$ cat src/rtl/rv_pkg.sv
`default_nettype none
// ============================================================================
//  Module      : rv_pkg
//  Description : Shared core constants and types for the GPR write-back path.
//                XLEN / REG_IDX_W set the default data and register-index
//                widths; wb_src_e names the write-port source chosen each
//                cycle.
//  Revision    : 1.0 - initial release
// ============================================================================
package rv_pkg;

  localparam int XLEN      = 64;
  localparam int REG_IDX_W = 5;
  localparam int NUM_REGS  = 1 << REG_IDX_W;

  typedef logic [REG_IDX_W-1:0] reg_idx_t;

  // Source driving the GPR write port in a given cycle.
  typedef enum logic [1:0] {
    WB_NONE = 2'd0,
    WB_LSU  = 2'd1,
    WB_HOLD = 2'd2,
    WB_EX   = 2'd3
  } wb_src_e;

endpackage : rv_pkg
`default_nettype wire

$ cat src/rtl/gpr_writeback_if.sv
`default_nettype none
// ============================================================================
//  Module      : gpr_writeback_if
//  Description : Bundle of every non-clock signal of gpr_writeback.
//                  EX     : ex_valid_i / ex_ready_o / ex_rd_i / ex_data_i
//                  LSU    : lsu_valid_i / lsu_rd_i / lsu_data_i (no ready)
//                  Issue  : issue_valid_i / issue_rd_i / issue_rd_busy_o,
//                           rs1_i / rs2_i / rs1_busy_o / rs2_busy_o
//                  GPR    : rd_o / write_enable_o / data_o
//                'slave' is the write-back block; 'master' is its environment.
//  Revision    : 1.0 - initial release
// ============================================================================
interface gpr_writeback_if
  import rv_pkg::*;
#(
  parameter int DATA_WIDTH = XLEN,
  parameter int RF_SIZE    = REG_IDX_W
) ();

  logic                  ex_valid_i;
  logic                  ex_ready_o;
  logic [RF_SIZE-1:0]    ex_rd_i;
  logic [DATA_WIDTH-1:0] ex_data_i;

  logic                  lsu_valid_i;
  logic [RF_SIZE-1:0]    lsu_rd_i;
  logic [DATA_WIDTH-1:0] lsu_data_i;

  logic                  issue_valid_i;
  logic [RF_SIZE-1:0]    issue_rd_i;
  logic                  issue_rd_busy_o;
  logic [RF_SIZE-1:0]    rs1_i;
  logic [RF_SIZE-1:0]    rs2_i;
  logic                  rs1_busy_o;
  logic                  rs2_busy_o;

  logic [RF_SIZE-1:0]    rd_o;
  logic                  write_enable_o;
  logic [DATA_WIDTH-1:0] data_o;

  modport slave (
    input  ex_valid_i, ex_rd_i, ex_data_i,
    input  lsu_valid_i, lsu_rd_i, lsu_data_i,
    input  issue_valid_i, issue_rd_i, rs1_i, rs2_i,
    output ex_ready_o, issue_rd_busy_o, rs1_busy_o, rs2_busy_o,
    output rd_o, write_enable_o, data_o
  );

  modport master (
    output ex_valid_i, ex_rd_i, ex_data_i,
    output lsu_valid_i, lsu_rd_i, lsu_data_i,
    output issue_valid_i, issue_rd_i, rs1_i, rs2_i,
    input  ex_ready_o, issue_rd_busy_o, rs1_busy_o, rs2_busy_o,
    input  rd_o, write_enable_o, data_o
  );

endinterface : gpr_writeback_if
`default_nettype wire

$ cat src/rtl/wb_skid.sv
`default_nettype none
// ============================================================================
//  Module      : wb_skid
//  Description : One-entry holding register for a single-port producer that
//                shares a write port with a higher-priority source.
//                  i_valid / o_ready / i_data : producer handshake
//                  i_stall       : the shared port is taken by the other
//                                  source this cycle
//                  o_hold_valid / o_hold_data : parked entry, offered to the
//                                  port ahead of any new producer result
//                An entry is parked only when a handshake happens during a
//                stall; otherwise the producer result goes straight through.
//  Revision    : 1.0 - initial release
// ============================================================================
module wb_skid #(
  parameter int WIDTH = 8
) (
  input  wire logic             clk,
  input  wire logic             rst,
  input  wire logic             i_valid,
  output logic                  o_ready,
  input  wire logic [WIDTH-1:0] i_data,
  input  wire logic             i_stall,
  output logic                  o_hold_valid,
  output logic [WIDTH-1:0]      o_hold_data
);

  logic             r_valid;
  logic [WIDTH-1:0] r_data;
  logic             w_capture;
  logic             w_drain;

  // Ready depends on state only, so the producer never sees a combinational
  // path from the competing source.
  assign o_ready   = !r_valid;
  assign w_capture = i_valid && !r_valid && i_stall;
  assign w_drain   = r_valid && !i_stall;

  always_ff @(posedge clk) begin
    if (rst) begin
      r_valid <= 1'b0;
    end else if (w_drain) begin
      // No refill in the drain cycle: o_ready was low, so nothing was accepted.
      r_valid <= 1'b0;
    end else if (w_capture) begin
      r_valid <= 1'b1;
    end
  end

  always_ff @(posedge clk) begin
    if (rst) begin
      r_data <= '0;
    end else if (w_capture) begin
      r_data <= i_data;
    end
  end

  assign o_hold_valid = r_valid;
  assign o_hold_data  = r_data;

endmodule : wb_skid
`default_nettype wire

$ cat src/rtl/gpr_writeback.sv
`default_nettype none
// ============================================================================
//  Module      : gpr_writeback
//  Description : Write-side front end of the GPR file. Merges EX and LSU
//                results onto the single GPR write port (LSU first, then a
//                parked EX result, then a live EX result) and keeps the
//                per-register busy scoreboard used by issue for RAW stalls.
//                  clk, rst : clock, synchronous active-high reset
//                  bus      : gpr_writeback_if.slave (EX, LSU, issue probes,
//                             registered GPR write port)
//  Revision    : 1.0 - initial release
// ============================================================================
module gpr_writeback
  import rv_pkg::*;
#(
  parameter int DATA_WIDTH = XLEN,
  parameter int RF_SIZE    = REG_IDX_W
) (
  input  wire logic       clk,
  input  wire logic       rst,
  gpr_writeback_if.slave  bus
);

  localparam int c_NREGS = 1 << RF_SIZE;
  localparam int c_ENT_W = RF_SIZE + DATA_WIDTH;

  // --------------------------------------------------------------------------
  // EX holding register
  // --------------------------------------------------------------------------
  logic                  w_ex_ready;
  logic                  w_hold_valid;
  logic [c_ENT_W-1:0]    w_hold_ent;
  logic                  w_ex_fire;

  wb_skid #(
    .WIDTH (c_ENT_W)
  ) u_ex_skid (
    .clk          (clk),
    .rst          (rst),
    .i_valid      (bus.ex_valid_i),
    .o_ready      (w_ex_ready),
    .i_data       ({bus.ex_rd_i, bus.ex_data_i}),
    .i_stall      (bus.lsu_valid_i),
    .o_hold_valid (w_hold_valid),
    .o_hold_data  (w_hold_ent)
  );

  assign w_ex_fire = bus.ex_valid_i && w_ex_ready;

  // --------------------------------------------------------------------------
  // Source select
  // --------------------------------------------------------------------------
  wb_src_e               w_sel;
  logic [RF_SIZE-1:0]    w_sel_rd;
  logic [DATA_WIDTH-1:0] w_sel_data;

  always_comb begin
    w_sel      = WB_NONE;
    w_sel_rd   = '0;
    w_sel_data = '0;
    if (bus.lsu_valid_i) begin
      w_sel      = WB_LSU;
      w_sel_rd   = bus.lsu_rd_i;
      w_sel_data = bus.lsu_data_i;
    end else if (w_hold_valid) begin
      w_sel      = WB_HOLD;
      w_sel_rd   = w_hold_ent[c_ENT_W-1 -: RF_SIZE];
      w_sel_data = w_hold_ent[DATA_WIDTH-1:0];
    end else if (w_ex_fire) begin
      w_sel      = WB_EX;
      w_sel_rd   = bus.ex_rd_i;
      w_sel_data = bus.ex_data_i;
    end
  end

  // --------------------------------------------------------------------------
  // Registered GPR write port. Writes to x0 are consumed: index and data
  // still load, but the strobe stays low.
  // --------------------------------------------------------------------------
  logic                  r_we;
  logic [RF_SIZE-1:0]    r_rd;
  logic [DATA_WIDTH-1:0] r_data;

  always_ff @(posedge clk) begin
    if (rst) begin
      r_we   <= 1'b0;
      r_rd   <= '0;
      r_data <= '0;
    end else begin
      r_we <= (w_sel != WB_NONE) && (w_sel_rd != '0);
      if (w_sel != WB_NONE) begin
        r_rd   <= w_sel_rd;
        r_data <= w_sel_data;
      end
    end
  end

  // --------------------------------------------------------------------------
  // Busy scoreboard. Set on issue, cleared by the write strobe; set wins
  // when both hit one register. Bit 0 never holds a 1.
  // --------------------------------------------------------------------------
  logic [c_NREGS-1:0] r_busy;
  logic [c_NREGS-1:0] w_busy_set;
  logic [c_NREGS-1:0] w_busy_clr;
  logic [c_NREGS-1:0] w_busy_nxt;

  always_comb begin
    w_busy_set = '0;
    w_busy_clr = '0;
    if (bus.issue_valid_i && (bus.issue_rd_i != '0)) begin
      w_busy_set[bus.issue_rd_i] = 1'b1;
    end
    if (r_we) begin
      w_busy_clr[r_rd] = 1'b1;
    end
    w_busy_nxt = (r_busy & ~w_busy_clr) | w_busy_set;
  end

  always_ff @(posedge clk) begin
    if (rst) begin
      r_busy <= '0;
    end else begin
      r_busy <= {w_busy_nxt[c_NREGS-1:1], 1'b0};
    end
  end

  // Source probes see a register as free in its write cycle: the GPR's
  // write-first bypass forwards the data. The destination probe has no such
  // bypass, which keeps at most one write outstanding per register.
  logic w_rs1_busy;
  logic w_rs2_busy;
  logic w_issue_rd_busy;

  assign w_rs1_busy      = r_busy[bus.rs1_i] && !(r_we && (r_rd == bus.rs1_i));
  assign w_rs2_busy      = r_busy[bus.rs2_i] && !(r_we && (r_rd == bus.rs2_i));
  assign w_issue_rd_busy = r_busy[bus.issue_rd_i];

  // --------------------------------------------------------------------------
  // Outputs
  // --------------------------------------------------------------------------
  assign bus.ex_ready_o      = w_ex_ready;
  assign bus.rd_o            = r_rd;
  assign bus.write_enable_o  = r_we;
  assign bus.data_o          = r_data;
  assign bus.rs1_busy_o      = w_rs1_busy;
  assign bus.rs2_busy_o      = w_rs2_busy;
  assign bus.issue_rd_busy_o = w_issue_rd_busy;

  // Issue must never dispatch to a register with a write still pending.
  a_issue_contract : assert property (
    @(posedge clk) disable iff (rst) !(bus.issue_valid_i && w_issue_rd_busy)
  );

endmodule : gpr_writeback
`default_nettype wire

$ cat src/flat_wrapper.sv
// flat-port wrapper written by rule: the top's interface ports become plain ports
module gpr_writeback_flat import rv_pkg::*;
#(
  parameter int DATA_WIDTH = XLEN,
  parameter int RF_SIZE    = REG_IDX_W
)
  (clk, rst, bus_ex_valid_i, bus_ex_rd_i, bus_ex_data_i, bus_lsu_valid_i, bus_lsu_rd_i, bus_lsu_data_i, bus_issue_valid_i, bus_issue_rd_i, bus_rs1_i, bus_rs2_i, bus_ex_ready_o, bus_issue_rd_busy_o, bus_rs1_busy_o, bus_rs2_busy_o, bus_rd_o, bus_write_enable_o, bus_data_o);
  gpr_writeback_if #(.DATA_WIDTH(DATA_WIDTH), .RF_SIZE(RF_SIZE)) bus_i ();
  input  wire logic clk;
  input  wire logic rst;
  input wire logic [$bits(bus_i.ex_valid_i)-1:0] bus_ex_valid_i;
  input wire logic [$bits(bus_i.ex_rd_i)-1:0] bus_ex_rd_i;
  input wire logic [$bits(bus_i.ex_data_i)-1:0] bus_ex_data_i;
  input wire logic [$bits(bus_i.lsu_valid_i)-1:0] bus_lsu_valid_i;
  input wire logic [$bits(bus_i.lsu_rd_i)-1:0] bus_lsu_rd_i;
  input wire logic [$bits(bus_i.lsu_data_i)-1:0] bus_lsu_data_i;
  input wire logic [$bits(bus_i.issue_valid_i)-1:0] bus_issue_valid_i;
  input wire logic [$bits(bus_i.issue_rd_i)-1:0] bus_issue_rd_i;
  input wire logic [$bits(bus_i.rs1_i)-1:0] bus_rs1_i;
  input wire logic [$bits(bus_i.rs2_i)-1:0] bus_rs2_i;
  output wire logic [$bits(bus_i.ex_ready_o)-1:0] bus_ex_ready_o;
  output wire logic [$bits(bus_i.issue_rd_busy_o)-1:0] bus_issue_rd_busy_o;
  output wire logic [$bits(bus_i.rs1_busy_o)-1:0] bus_rs1_busy_o;
  output wire logic [$bits(bus_i.rs2_busy_o)-1:0] bus_rs2_busy_o;
  output wire logic [$bits(bus_i.rd_o)-1:0] bus_rd_o;
  output wire logic [$bits(bus_i.write_enable_o)-1:0] bus_write_enable_o;
  output wire logic [$bits(bus_i.data_o)-1:0] bus_data_o;
  assign bus_i.ex_valid_i = bus_ex_valid_i;
  assign bus_i.ex_rd_i = bus_ex_rd_i;
  assign bus_i.ex_data_i = bus_ex_data_i;
  assign bus_i.lsu_valid_i = bus_lsu_valid_i;
  assign bus_i.lsu_rd_i = bus_lsu_rd_i;
  assign bus_i.lsu_data_i = bus_lsu_data_i;
  assign bus_i.issue_valid_i = bus_issue_valid_i;
  assign bus_i.issue_rd_i = bus_issue_rd_i;
  assign bus_i.rs1_i = bus_rs1_i;
  assign bus_i.rs2_i = bus_rs2_i;
  assign bus_ex_ready_o = bus_i.ex_ready_o;
  assign bus_issue_rd_busy_o = bus_i.issue_rd_busy_o;
  assign bus_rs1_busy_o = bus_i.rs1_busy_o;
  assign bus_rs2_busy_o = bus_i.rs2_busy_o;
  assign bus_rd_o = bus_i.rd_o;
  assign bus_write_enable_o = bus_i.write_enable_o;
  assign bus_data_o = bus_i.data_o;
  gpr_writeback #(.DATA_WIDTH(DATA_WIDTH), .RF_SIZE(RF_SIZE)) u_core (.clk(clk), .rst(rst), .bus(bus_i));
endmodule
$ cat config.mk
export PLATFORM = sky130hd
export DESIGN_NAME = gpr_writeback_flat
export DESIGN_NICKNAME = d
export VERILOG_FILES = /design/src/rtl/rv_pkg.sv /design/src/rtl/gpr_writeback_if.sv /design/src/rtl/wb_skid.sv /design/src/rtl/gpr_writeback.sv /design/src/flat_wrapper.sv
export SDC_FILE = /design/constraint.sdc
export NUM_CORES = 1
export LEC_CHECK = 0
export CAP_MARGIN = 20
export CORE_MARGIN = 2
export CORE_UTILIZATION = 45
export DETAILED_ROUTE_END_ITERATION = 16
export PLACE_DENSITY_LB_ADDON = 0.1
export SLEW_MARGIN = 20
export SYNTH_ARGS = -nofsm -noshare
export SYNTH_HDL_FRONTEND = slang
export SYNTH_HIERARCHICAL = 1
export SYNTH_SLANG_ARGS = --single-unit
$ cat constraint.sdc
create_clock -name clk -period 2.2 [get_ports clk]
set_clock_uncertainty 0.05 [all_clocks]
set_input_delay 0.44 -clock clk [delete_from_list [all_inputs] [get_ports clk]]
set_output_delay 0.44 -clock clk [all_outputs]
set_load 0.005 [all_outputs]
==> results.rst <==
.. list-table::
   :header-rows: 1

   * - Metric
     - Value
   * - Status
     - complete, but fails checks
   * - Violations in the final reports
     - negative setup slack
   * - Most common cell after layout, fill and taps aside
     - sky130_fd_sc_hd__clkdlybuf4s50_1
   * - Total CTS buffers
     - 17
   * - Starting density of the core
     - 45.9%
   * - Normalized max-slew margin
     - 33.7%
   * - Largest net degree at the start of global routing
     - 63
   * - Delay contributed by the slowest stage of the critical path
     - 0.46 ns
   * - Overall die height
     - 142 um
   * - Fraction of synthesized cell area taken by the top area cell type
     - 39.7%
   * - Worst-Margin Slew
     - 0.993 ns
   * - Clock tree from TritonCTS
     - yes
   * - Antenna-violating nets left
     - 0
   * - Min cycle time layout
     - 2.40 ns
   * - Total half-perimeter wirelength after legalization and detailed placement
     - 18.0 mm
   * - Commonest cells after routing, fill and taps aside
     - 215 x sky130_fd_sc_hd__clkdlybuf4s50_1, 157 x sky130_fd_sc_hd__dfxtp_1, 140 x sky130_fd_sc_hd__nand2b_1, 75 x sky130_fd_sc_hd__nand2_1
   * - Number of enable flip-flop cells after synthesis
     - 0
   * - Total count of hold-check failures in the final report
     - 0
   * - Number of flip-flops and latches in the synthesized netlist
     - 171
   * - Remaining DRCs
     - 0
   * - Post-route setup slack
     - -0.202 ns
   * - Clock-pin slew on the worst setup and hold paths
     - 0.07 ns
   * - Syn nets
     - 1107
   * - Top cells by area, synth
     - sky130_fd_sc_hd__dfxtp_1 40%, sky130_fd_sc_hd__nand2b_1 10%, sky130_fd_sc_hd__mux2i_1 8.4%
   * - Cell area after layout
     - 12200 um2
   * - All-Layer GR Usage
     - 25.3%
   * - # Max-Cap Violations
     - 0
   * - Per-cell via count in the routed design
     - 5.52
   * - First-pass GRT wire length
     - 40.6 mm
   * - Static leakage
     - 0.00449 uW
   * - Max stage delay cell, worst path
     - sky130_fd_sc_hd__mux4_2
   * - Category of the worst setup path launch point
     - flop
   * - Antenna violations before repair
     - 1
   * - Tot Pwr
     - 7830 uW
   * - Number of global-route vias before repair
     - 7869
   * - Detailed Routing Iterations Pass 1
     - 7
   * - Root cell of the clock tree
     - sky130_fd_sc_hd__clkbuf_16
   * - Peak Freq
     - 0.416 GHz
   * - Number of failing setup endpoints in the final timing report
     - 3
   * - Critical-path cell list
     - mux4_2, or3_4, o2111ai_2, o32ai_2, buf_2
   * - Cells after Synth
     - 949
   * - Final core utilization
     - 64.9%
   * - Classification of the worst setup path
     - flop to output port
   * - Layout cell share with drive strength beyond 1
     - 13.6%
   * - Total number of vias
     - 7922
   * - Mean cell area of the mapped netlist
     - 9.08 um2
   * - Tcrit/Tclk final
     - 109%
   * - Tightest Hold Check Type
     - primary input to flop
   * - Horizontal die dimension
     - 142 um
   * - Maximum fanout count along the critical path
     - 4
   * - Cell taking the most area after synthesis
     - sky130_fd_sc_hd__dfxtp_1
   * - Required time at the worst-slack endpoint
     - 1.71 ns
   * - Floorplan die area
     - 20300 um2
   * - Skew-Pair Late Insertion Delay
     - 0.42 ns
   * - Total power per unit cell area
     - 643 nW/um2
   * - Arr. time, crit path
     - 1.91 ns
   * - Routed wire length per instance
     - 17.8 um
   * - Maximum root-to-sink buffer count
     - 2
   * - Main synth FF type
     - sky130_fd_sc_hd__dfxtp_1
   * - Largest voltage drop on the vdd net
     - 0.000504 V
   * - # fillers
     - 1596
   * - Worst hold slack
     - 0.359 ns
   * - Total number of H-tree levels
     - 4
   * - Routed wire length
     - 25.6 mm
   * - Congestion Overflow GR
     - 0
   * - Standard-cell row count
     - 50
   * - Synth Warn #
     - 6
   * - CTS Sinks
     - 171
   * - Growth of design area from synthesis to finish
     - 41.3%
   * - Number of buffer cells added on primary ports
     - 231
   * - Post-synth cell types
     - 45
   * - Sequential-to-total area share from yosys stat
     - 39.7%
   * - I/O pin count
     - 232
   * - Critical path capture point type
     - output port
   * - GP Congestion
     - 0.960
   * - RSZ-0062 raised after global routing
     - yes
   * - Final max-slew violation count
     - 0
   * - Cell area after placement
     - 11500 um2
   * - Core ar.
     - 18800 um2
   * - Iter 0 DRT Violations
     - 394
   * - Share of async-settable or async-resettable flops after synthesis
     - 0%
   * - Nets@finish
     - 1346
   * - Total standard cell area after synthesis
     - 8620 um2
routing by layer:
metal  track usage, %  part of all wire, %  vias up
li1                 -                    -     3886
met1             31.3                   42     3733
met2             41.7                   47      256
met3             7.74                  7.7       47
met4             9.43                  2.6        0
met5                0                    0        -
through the flow:
step | instances | TNS [ns] | setup WS [ns]
after floorplan | 949 | 0 | 0.171
after detailed placement | 1395 | -2.46 | -0.888
after CTS | 1435 | -0.453 | -0.248
after global routing | 1435 | -0.620 | -0.277
after global placement | 1395 | -2.43 | -0.882
final | 1436 | -0.417 | -0.202
cell usage after synthesis, types with 14 or more instances:
cell type,n
sky130_fd_sc_hd__clkbuf_1,50
sky130_fd_sc_hd__dfxtp_1,171
sky130_fd_sc_hd__nand2b_1,140
sky130_fd_sc_hd__o21ai_0,36
sky130_fd_sc_hd__o22ai_1,33
sky130_fd_sc_hd__mux2i_1,72
sky130_fd_sc_hd__a21oi_1,67
sky130_fd_sc_hd__a22oi_1,74
sky130_fd_sc_hd__o21a_1,29
sky130_fd_sc_hd__nor3_1,30
sky130_fd_sc_hd__nand2_1,75
sky130_fd_sc_hd__nor2_1,40
sky130_fd_sc_hd__buf_2,14
final timing paths:
path	slack [ns]	endpoint	start	cells past startpoint
setup reg to reg	0.40	u_core/bus.write_enable_o	u_core/u_ex_skid/o_hold_valid	5
setup / recovery	-0.20	bus_rs2_busy_o	u_core/r_busy[21]	5
hold / removal	0.36	u_core/r_busy[10]	rst	2
hold reg to reg	0.42	u_core/u_ex_skid/o_hold_data[58]	u_core/u_ex_skid/o_hold_data[58]	2
power by group:
| group | switching [uW] | internal (uW) | total, uW |
|---|---|---|---|
| clock network | 1390 | 1640 | 3030 |
| logic | 590 | 834 | 1420 |
| registers | 114 | 3260 | 3380 |
| total | 2090 | 5730 | 7830 |
sequential cells by signal, summed over array words and instances, names as in the netlist:
register	cells
u_core/u_ex_skid/o_hold_data	69
u_core/bus.data_o	64
u_core/bus.write_enable_o	1
u_core/u_ex_skid/o_hold_valid	1
u_core/r_busy	31
u_core/bus.rd_o	5
worst max-delay path, delay by kind of cell, from the launching register on:
family | cells | cell delay, ns
muxes | 1 | 0.46
DFF | 1 | 0.36
and+or+nand+nor | 1 | 0.33
AOI/OAI and AO/OA | 2 | 0.18
buffers and inverters | 1 | 0.15
layout make-up:
type,instances,area [um2],share of cell area (%)
Sequential cell,171,3440,28.3
Clock inverter,14,149,1.22
Timing Repair Buffer,301,2970,24.4
Inverter,4,15.0,0.123
Clock buffer,18,439,3.61
Multi-Input combinational cell,693,4860,39.9
Tap cell,234,293,2.41
Antenna cell,1,2.50,0.0206
kinds of logic (layout without fill, tap and decap cells):
family,count (synthesis),in the layout,share of synthesized area (%)
other,0,1,0
buffers and inverters,85,337,4.78
multiplexers,97,97,14.4
XOR/XNOR,10,10,1.02
AND/OR/NAND/NOR,329,329,20.6
AO/OA/AOI/OAI,257,257,19.4
flip-flops,171,171,39.7
repair_timing:
item	CTS	global route
hold buffers	0	0
pin swaps	7	3
setup endpoints to repair	4	3
buffers inserted	8	0
gates resized for setup	48	10
No activity file was read; power rests on OpenSTA's default activity.
